`src/rtl/ring_buffer_pkg.sv`:
```
// Shared defaults for the ring buffer: data width and address width (depth = 2**addr_w).
// No logic, so no latency or backpressure of its own.
// Users either take these defaults or override them per instance.
package ring_buffer_pkg;
    localparam int RB_DATA_W = 8;
    localparam int RB_ADDR_W = 5;
endpackage

```
`src/rtl/rb_dp_ram.sv`:
```
// Simple dual-port RAM: one write port plus one read port, read-first on address collision.
// Read latency is 1 cycle, and the read register only loads when rd_en is high.
// No backpressure; the controller decides when each port fires.
module rb_dp_ram
    import ring_buffer_pkg::*;
#(
    parameter int DATA_W = RB_DATA_W,
    parameter int ADDR_W = RB_ADDR_W
) (
    input  logic              core_clk,
    input  logic              wr_en,
    input  logic [ADDR_W-1:0] wr_addr,
    input  logic [DATA_W-1:0] wr_dat,
    input  logic              rd_en,
    input  logic [ADDR_W-1:0] rd_addr,
    output logic [DATA_W-1:0] rd_dat
);
    logic [DATA_W-1:0] mem_q [2**ADDR_W];
    logic [DATA_W-1:0] rd_dat_q;

    // No reset here, so the memory can map onto block RAM.
    // A read that hits the address being written returns the old word.
    always_ff @(posedge core_clk) begin
        if (wr_en) begin
            mem_q[wr_addr] <= wr_dat;
        end
        if (rd_en) begin
            rd_dat_q <= mem_q[rd_addr];
        end
    end

    assign rd_dat = rd_dat_q;
endmodule

```
`src/rtl/ring_buffer_ctrl.sv`:
```
// Ring buffer controller: pointers, count and flags around rb_dp_ram. RING_BUFFER_OVERWRITE_EN lets a write to a full buffer replace the oldest word.
// rd_data is valid 1 cycle after an accepted rd_req. Writes take effect on the next edge.
// wr_ready = !full by default. It is tied high when RING_BUFFER_OVERWRITE_EN is defined.
module ring_buffer_ctrl
    import ring_buffer_pkg::*;
#(
    parameter int DATA_W = RB_DATA_W,
    parameter int ADDR_W = RB_ADDR_W
) (
    input  logic              CLOCK_50,
    input  logic              reset_n,
    input  logic              clear,
    input  logic              wr_valid,
    input  logic [DATA_W-1:0] wr_data,
    output logic              wr_ready,
    input  logic              rd_req,
    output logic              rd_valid,
    output logic [DATA_W-1:0] rd_data,
    output logic [ADDR_W:0]   count,
    output logic              full,
    output logic              empty,
    output logic              overflow
);
    localparam logic [ADDR_W:0] DEPTH = {1'b1, {ADDR_W{1'b0}}};

    logic [ADDR_W-1:0] wr_ptr_q, wr_ptr_d;
    logic [ADDR_W-1:0] rd_ptr_q, rd_ptr_d;
    logic [ADDR_W:0]   count_q, count_d;
    logic              overflow_q, overflow_d;
    logic              rd_valid_q, rd_valid_d;
    logic [DATA_W-1:0] rd_hold_q, rd_hold_d;
    logic [DATA_W-1:0] ram_rd_dat;
    logic              wr_acc, rd_acc, displace, cnt_inc;

    assign full  = (count_q == DEPTH);
    assign empty = (count_q == '0);

`ifdef RING_BUFFER_OVERWRITE_EN
    assign wr_ready = 1'b1;
    // A write to a full buffer with no read this cycle pushes the oldest word out.
    assign displace = wr_acc && full && !rd_acc;
`else
    assign wr_ready = !full;
    assign displace = 1'b0;
`endif

    assign wr_acc  = wr_valid && wr_ready;
    assign rd_acc  = rd_req && !empty;
    assign cnt_inc = wr_acc && !displace;

    always_comb begin
        wr_ptr_d   = wr_ptr_q;
        rd_ptr_d   = rd_ptr_q;
        count_d    = count_q;
        overflow_d = overflow_q || (wr_valid && full);
        rd_valid_d = rd_acc && !clear;
        rd_hold_d  = rd_valid_q ? ram_rd_dat : rd_hold_q;
        if (clear) begin
            wr_ptr_d   = '0;
            rd_ptr_d   = '0;
            count_d    = '0;
            overflow_d = 1'b0;
        end else begin
            if (wr_acc) begin
                wr_ptr_d = wr_ptr_q + ADDR_W'(1);
            end
            if (rd_acc || displace) begin
                rd_ptr_d = rd_ptr_q + ADDR_W'(1);
            end
            if (cnt_inc && !rd_acc) begin
                count_d = count_q + (ADDR_W+1)'(1);
            end else if (rd_acc && !cnt_inc) begin
                count_d = count_q - (ADDR_W+1)'(1);
            end
        end
    end

    always_ff @(posedge CLOCK_50 or negedge reset_n) begin
        if (!reset_n) begin
            wr_ptr_q   <= '0;
            rd_ptr_q   <= '0;
            count_q    <= '0;
            overflow_q <= 1'b0;
            rd_valid_q <= 1'b0;
            rd_hold_q  <= '0;
        end else begin
            wr_ptr_q   <= wr_ptr_d;
            rd_ptr_q   <= rd_ptr_d;
            count_q    <= count_d;
            overflow_q <= overflow_d;
            rd_valid_q <= rd_valid_d;
            rd_hold_q  <= rd_hold_d;
        end
    end

    rb_dp_ram #(
        .DATA_W (DATA_W),
        .ADDR_W (ADDR_W)
    ) u_ram (
        .core_clk (CLOCK_50),
        .wr_en    (wr_acc && !clear),
        .wr_addr  (wr_ptr_q),
        .wr_dat   (wr_data),
        .rd_en    (rd_acc && !clear),
        .rd_addr  (rd_ptr_q),
        .rd_dat   (ram_rd_dat)
    );

    // Outside a read pulse, rd_data shows the last delivered word.
    // After reset it shows 0.
    assign rd_data  = rd_valid_q ? ram_rd_dat : rd_hold_q;
    assign rd_valid = rd_valid_q;
    assign count    = count_q;
    assign overflow = overflow_q;
endmodule

```
`config.mk`:
```
export PLATFORM = sky130hd
export DESIGN_NAME = ring_buffer_ctrl
export DESIGN_NICKNAME = d
export VERILOG_FILES = /design/src/rtl/ring_buffer_pkg.sv /design/src/rtl/rb_dp_ram.sv /design/src/rtl/ring_buffer_ctrl.sv
export SDC_FILE = /design/constraint.sdc
export NUM_CORES = 1
export LEC_CHECK = 0
export ABC_AREA = 1
export CORE_MARGIN = 8
export CORE_UTILIZATION = 50
export DETAILED_ROUTE_END_ITERATION = 12
export PLACE_DENSITY_LB_ADDON = 0.15
export SYNTH_ARGS = -nofsm -noshare
export SYNTH_HDL_FRONTEND = slang
export SYNTH_SLANG_ARGS = --single-unit
```
`constraint.sdc`:
```
create_clock -name CLOCK_50 -period 2.35 [get_ports CLOCK_50]
set_input_delay 0.3525 -clock CLOCK_50 [delete_from_list [all_inputs] [get_ports CLOCK_50]]
set_output_delay 0.3525 -clock CLOCK_50 [all_outputs]
set_load 0.1 [all_outputs]
```
=== Yosys cells after proc, flatten, opt, wreduce, memory -nomap -nowiden ===
Memories as Yosys holds them, arrays and structs flattened. A register that Yosys moved wholly into a read port is not among the register bits.
Index checks and enable logic that the tools add are counted.

* Reduce and logical (&&, ||, !) cells: 17
* Add/subtract/negate cells: 4
* Eq/ne operators: 1
* Muxes and demuxes: 11

{| class="wikitable"
|+ Operators by type and width
! operator !! number
|-
| $mux W5 || 4
|-
| $mux W6 || 3
|-
| $add A5 B1 Y5 const B || 2
|-
| $mux W8 || 1
|-
| $logic_and A1 B1 Y1 || 7
|-
| $add A6 B1 Y6 const B || 1
|-
| $eq A6 B6 Y1 const B || 1
|-
| $logic_not A6 Y1 || 1
|-
| $sub A6 B1 Y6 const B || 1
|-
| $logic_not A1 Y1 || 5
|-
| $reduce_bool A2 Y1 || 2
|-
| $mux W1 || 3
|-
| $reduce_bool A3 Y1 || 1
|-
| $logic_or A1 B1 Y1 || 1
|}

* Output and inout bits: 19
* Logic and storage cells: 40
* RAM bits: 256
* Memories kept: 1
* Input bits: 13
* Register bits after elaboration: 26

{| class="wikitable"
|+ Memory list
! name !! depth !! bits a word !! read ports !! clocked after memory_dff !! wr ports !! line !! source
|-
| u_ram.mem_q || 32 || 8 || 1 || 1 || 1 || rb_dp_ram.sv:18 || <nowiki>logic [DATA_W-1:0] mem_q [2**ADDR_W];</nowiki>
|}

=== Logic depth before layout (Yosys ltp) ===
Gate-level depths: netlist (run 1).

* Depth after elaboration: 8
* Gate-level depth with buffers: 13
* Depth with buffers taken out: 13

=== Cells and area by module ===
Synthesis (run 1) repeated with hierarchy kept, for this count alone.

* Cell total of the unflattened synthesis: 1,077
* Area total of the unflattened synthesis: 12,328.1 um^2

{| class="wikitable"
|+ Modules (own cells, without submodules)
! module !! cells each !! sequential area each (um^2) !! area an instance (um^2) !! times used
|-
| rb_dp_ram || 922 || 7,927.6 || 10,866.7 || 1
|-
| ring_buffer_ctrl || 155 || 650.6 || 1,461.4 || 1
|}

=== Worst setup path after synthesis (run 1) ===
OpenSTA, ideal clock, no wires.

* Kind: register to register
* Start point: register count_q[5] (netlist: count[5])
* End point: register count_q[4] (netlist: count[4])
* Path buffers: 0
* Arrival time: 2,950 ps
* Setup slack: -677 ps
* Required time: 2,274 ps
* Setup time: 76 ps
* Period minus slack after synthesis: 3,027 ps
* Stages on the path, launching flop included: 10
* Cells stage by stage: dfrtp_1 > nand2_1 > nor2_4 > nor2_4 > nand2_2 > inv_1 > fa_1 > o21a_1 > xor2_1 > o21ai_1

* Elaborated cells on any way between the ends: 13
* Those cells by class: 1 x eq/ne; 2 x mux; 10 x reduce/logical

{| class="wikitable"
|+ RTL lines
! element !! line !! source
|-
| from (decl) || ring_buffer_ctrl.sv:28 || <nowiki>logic [ADDR_W:0] count_q, count_d;</nowiki>
|-
| from (signal assigned) || ring_buffer_ctrl.sv:89 || <nowiki>count_q <= count_d;</nowiki>
|-
| $eq A6 B6 Y1 * || ring_buffer_ctrl.sv:35 || <nowiki>assign full = (count_q == DEPTH);</nowiki>
|-
| net full || ring_buffer_ctrl.sv:20 || <nowiki>output logic full,</nowiki>
|-
| $logic_not A1 Y1 * || ring_buffer_ctrl.sv:43 || <nowiki>assign wr_ready = !full;</nowiki>
|-
| $logic_and A1 B1 Y1 * || ring_buffer_ctrl.sv:47 || <nowiki>assign wr_acc = wr_valid && wr_ready;</nowiki>
|-
| $logic_and A1 B1 Y1 / $logic_not A1 Y1 (equally long branches) || ring_buffer_ctrl.sv:70, ring_buffer_ctrl.sv:72 ||
|-
| $mux W6 / $logic_and A1 B1 Y1 (equally long branches) || ring_buffer_ctrl.sv:70, ring_buffer_ctrl.sv:72 ||
|-
| $mux W6 / $reduce_bool A3 Y1 (equally long branches) || n/a ||
|}

The timed path passes the listed nets; every way through them passes the cells marked *.
A chain may end at the register's enable or synchronous reset.

==> flow_summary_export.csv, run 1 <==
group,metric,value,unit
synthesis,synthDistinctLibCells,33,
synthesis,netlist_instances,1035,
pwr,power_density,1030,nW/um2
pwr,clkPwrFrac,0.311,
timing,min_period,2160,ps
die,start_util,0.504,
placed_design,dp_hpwl,17700,um
layout,area_growth,17.2,%
route,drt_first_pass_iters,5,
worst_setup_path,cp.arrival,2580,ps
die,die_h,172,um
die,die_w,172,um
synthesis,yosysWarnings,0,
placed_design,port_buffers,31,
clocking,cts_tree,"yes",
synthesis,synth_nets,1058,
synthesis,synth_seq_cells,290,
clocking,path_clk_slew,60,ps
layout,layout_commonest_cell,"edfxtp_1",
timing,finalSetupViolCount,0,
synthesis,seq_area_frac_synth,0.706,
worst_setup_path,critPathLaunchType,"register",
clocking,cts-buffers-inserted,31,
pwr,switching_share,0.337,
worst_setup_path,end_kind,"register",
layout,final_cell_mix,"edfxtp_1 (264), nor2_1 (234), nand2_1 (109), o21ai_0 (104), buf_4 (86)",
route,drcViolationCount,0,
min_path,hold_path_class,"in -> async",
route,routed_wirelength,28100,um
clocking,cts.repair.resized,0,
pwr,power_frac_comb,0.279,
timing,timing.final.max_slew_violations,0,
layout,drive_above_1_share,0.162,
global_route,overflow,0,
die,rows,57,
global_route,antenna_found_initial,0,
timing,setup_tns,0,ps
pwr,power_frac_seq,0.410,
clocking,clock_path_buffers,3,
synthesis,synth_area,12100,um2
die,io_pins,32,
timing,worstMarginPinSlew,611,ps
timing,layout_setup_ws,188,ps
global_route,grt_max_degree,75,
worst_setup_path,worstPathRequired,2770,ps
die,core-area,24100,um2
synthesis,netlist_top_cells_area,"edfxtp_1 (65%), nor2_1 (7.3%), dfrtp_1 (5.4%), o21ai_0 (4.3%), nand2_1 (3.4%)",
timing,max_freq,463,MHz
pwr,p_switching,4.95,mW
route,wl_per_cell,19.1,um
route,vias_per_cell,5.35,
synthesis,synth_top_cell_by_area,"edfxtp_1",
pwr,p_leak,5.16,nW
clocking,htree_levels,1,
layout,nets,1148,
pwr,finalPower,14.7,mW
worst_setup_path,cp_max_fo,18,
global_route,grt_usage,0.194,
synthesis,synth_area_per_cell,11.7,um2
global_route,grt_pass1_wl,43600,um
route,vias,7863,
run,maxCapViolCount,0,
placed_design,placed_area,13300,um2
worst_setup_path,timing.setup.critical_path_class,"reg -> reg",
clocking,postCtsHoldBufs,0,
synthesis,synth_top_area_frac,0.653,
route,first_iter_violations,583,
layout,finalInstanceArea,14200,um2
status,status,"complete, no violations",
clocking,clock-root-buffer,"clkbuf_16",
layout,n_antenna_cell,0,
global_route,grt_pass1_vias,7742,
clocking,clock-sinks,290,
timing,maxSlewHeadroom,0.590,
timing,fin_crit_sh,0.920,
timing,skew,13.0,ps
pwr,ir_drop,0.765,mV
layout,n_fill_cell,2032,
route,postRouteAntennaNets,0,
timing,hold_viol,0,
layout,final_util,0.590,
die,die-area,29500,um2
timing,rsz0062_at_grt,"no",
clocking,post_cts_buffers,0,
clocking,clk_latency,550,ps
pwr,p_int,9.74,mW
placed_design,gp_congestion,0.812,
placed_design,pre_cts_slack,109,ps
==> path summary, 6_finish.rpt <==
| kind | cells past startpoint | start | slack (ps) | endpoint |
|---|---|---|---|---|
| min in group CLOCK_50 | 3 | wr_valid | 490 | overflow |
| max reg2reg | 7 | rd_ptr_q[2] | 190 | u_ram.rd_dat[2] |
| max in group asynchronous | 2 | reset_n | 1870 | rd_ptr_q[0] |
| min | 2 | reset_n | 180 | count[3] |
| min reg2reg | 1 | rd_hold_q[4] | 500 | rd_hold_q[4] |
| max | 7 | rd_ptr_q[2] | 190 | u_ram.rd_dat[2] |
==> power groups by stage <==
| stage | registers, mW | logic, mW | clock network [mW] |
|---|---|---|---|
| floorplan | 6.39 | 2.69 | 0 |
| global placement | 6.13 | 4.07 | 0 |
| detailed placement | 6.13 | 4.10 | 0 |
| CTS | 6.03 | 4.11 | 4.64 |
| global route | 6.05 | 4.43 | 4.81 |
| finish | 6.03 | 4.09 | 4.57 |
==> through the flow <==
stage	hold slack, ps	cells
2_1_floorplan	56.9	1035
3_3_place_gp	483	1416
3_5_place_dp	487	1416
4_1_cts	172	1471
5_1_grt	202	1471
6_report	181	1471
==> sequential cells by signal, indices dropped and copies added (netlist names) <==
| name | flops |
|---|---|
| rd_hold_q | 8 |
| u_ram.mem_q | 256 |
| overflow | 1 |
| wr_ptr_q | 5 |
| count | 6 |
| rd_ptr_q | 5 |
| u_ram.rd_dat | 8 |
| rd_valid | 1 |
==> cell usage after synthesis, drive strengths merged <==
cell and count:
dfrtp 26, clkbuf 20, o211ai 32, mux2 8, xnor2 1, inv 48
clkinv 2, nor2 238, fa 1, nand3b 1, o21a 1, a21oi 23
nand3 49, xor2 2, o21ai 144, edfxtp 264, or2 17, ha 9
nor3 5, nand2 114, buf 30
==> logic make-up (layout without fill, tap and decap cells) <==
logic type / after synthesis / count (layout) / share of synthesized area
multiplexers: 8 / 8 / 0.00742
XOR/XNOR: 3 / 3 / 0.00216
buffers and inverters: 100 / 212 / 0.0412
adder cells (fa/ha/maj): 10 / 10 / 0.0109
AO/OA/AOI/OAI: 200 / 200 / 0.0892
flip-flops: 290 / 290 / 0.706
AND/OR/NAND/NOR: 424 / 424 / 0.143
==> worst max-delay path, cell delays in order, from the launching register on <==
cell,delay [ps]
dfrtp_1,410
buf_4,200
clkinv_1,500
o211ai_1,440
nand3_1,170
nand2_1,180
nand2_1,70
inv_1,50
==> final cells by class <==
class                           instances  area [um2]  share of cell area
Sequential cell                       290        8600               0.605
Multi-Input combinational cell        645        3130               0.220
Timing Repair Buffer                  107         946              0.0665
Clock buffer                           40         830              0.0583
Tap cell                              324         405              0.0285
Inverter                               50         190              0.0134
Clock inverter                         15         128             0.00897
==> metal layers <==
| layer | routed length (um) | vias to the layer above | GRT usage |
|---|---|---|---|
| met5 | 0 | - | 0 |
| met4 | 719 | 0 | 0.0577 |
| met3 | 1280 | 44 | 0.0259 |
| met2 | 13600 | 209 | 0.320 |
| met1 | 12500 | 3817 | 0.265 |
| li1 | - | 3793 | - |
Note: power is estimated with default switching activity, not from simulation.
==> run 2, diff against run 1 <==
- SLEW_MARGIN: unset -> 20
==> results of run 2 <==
No change in the layout: final DEF, timing and power equal those of run 1.
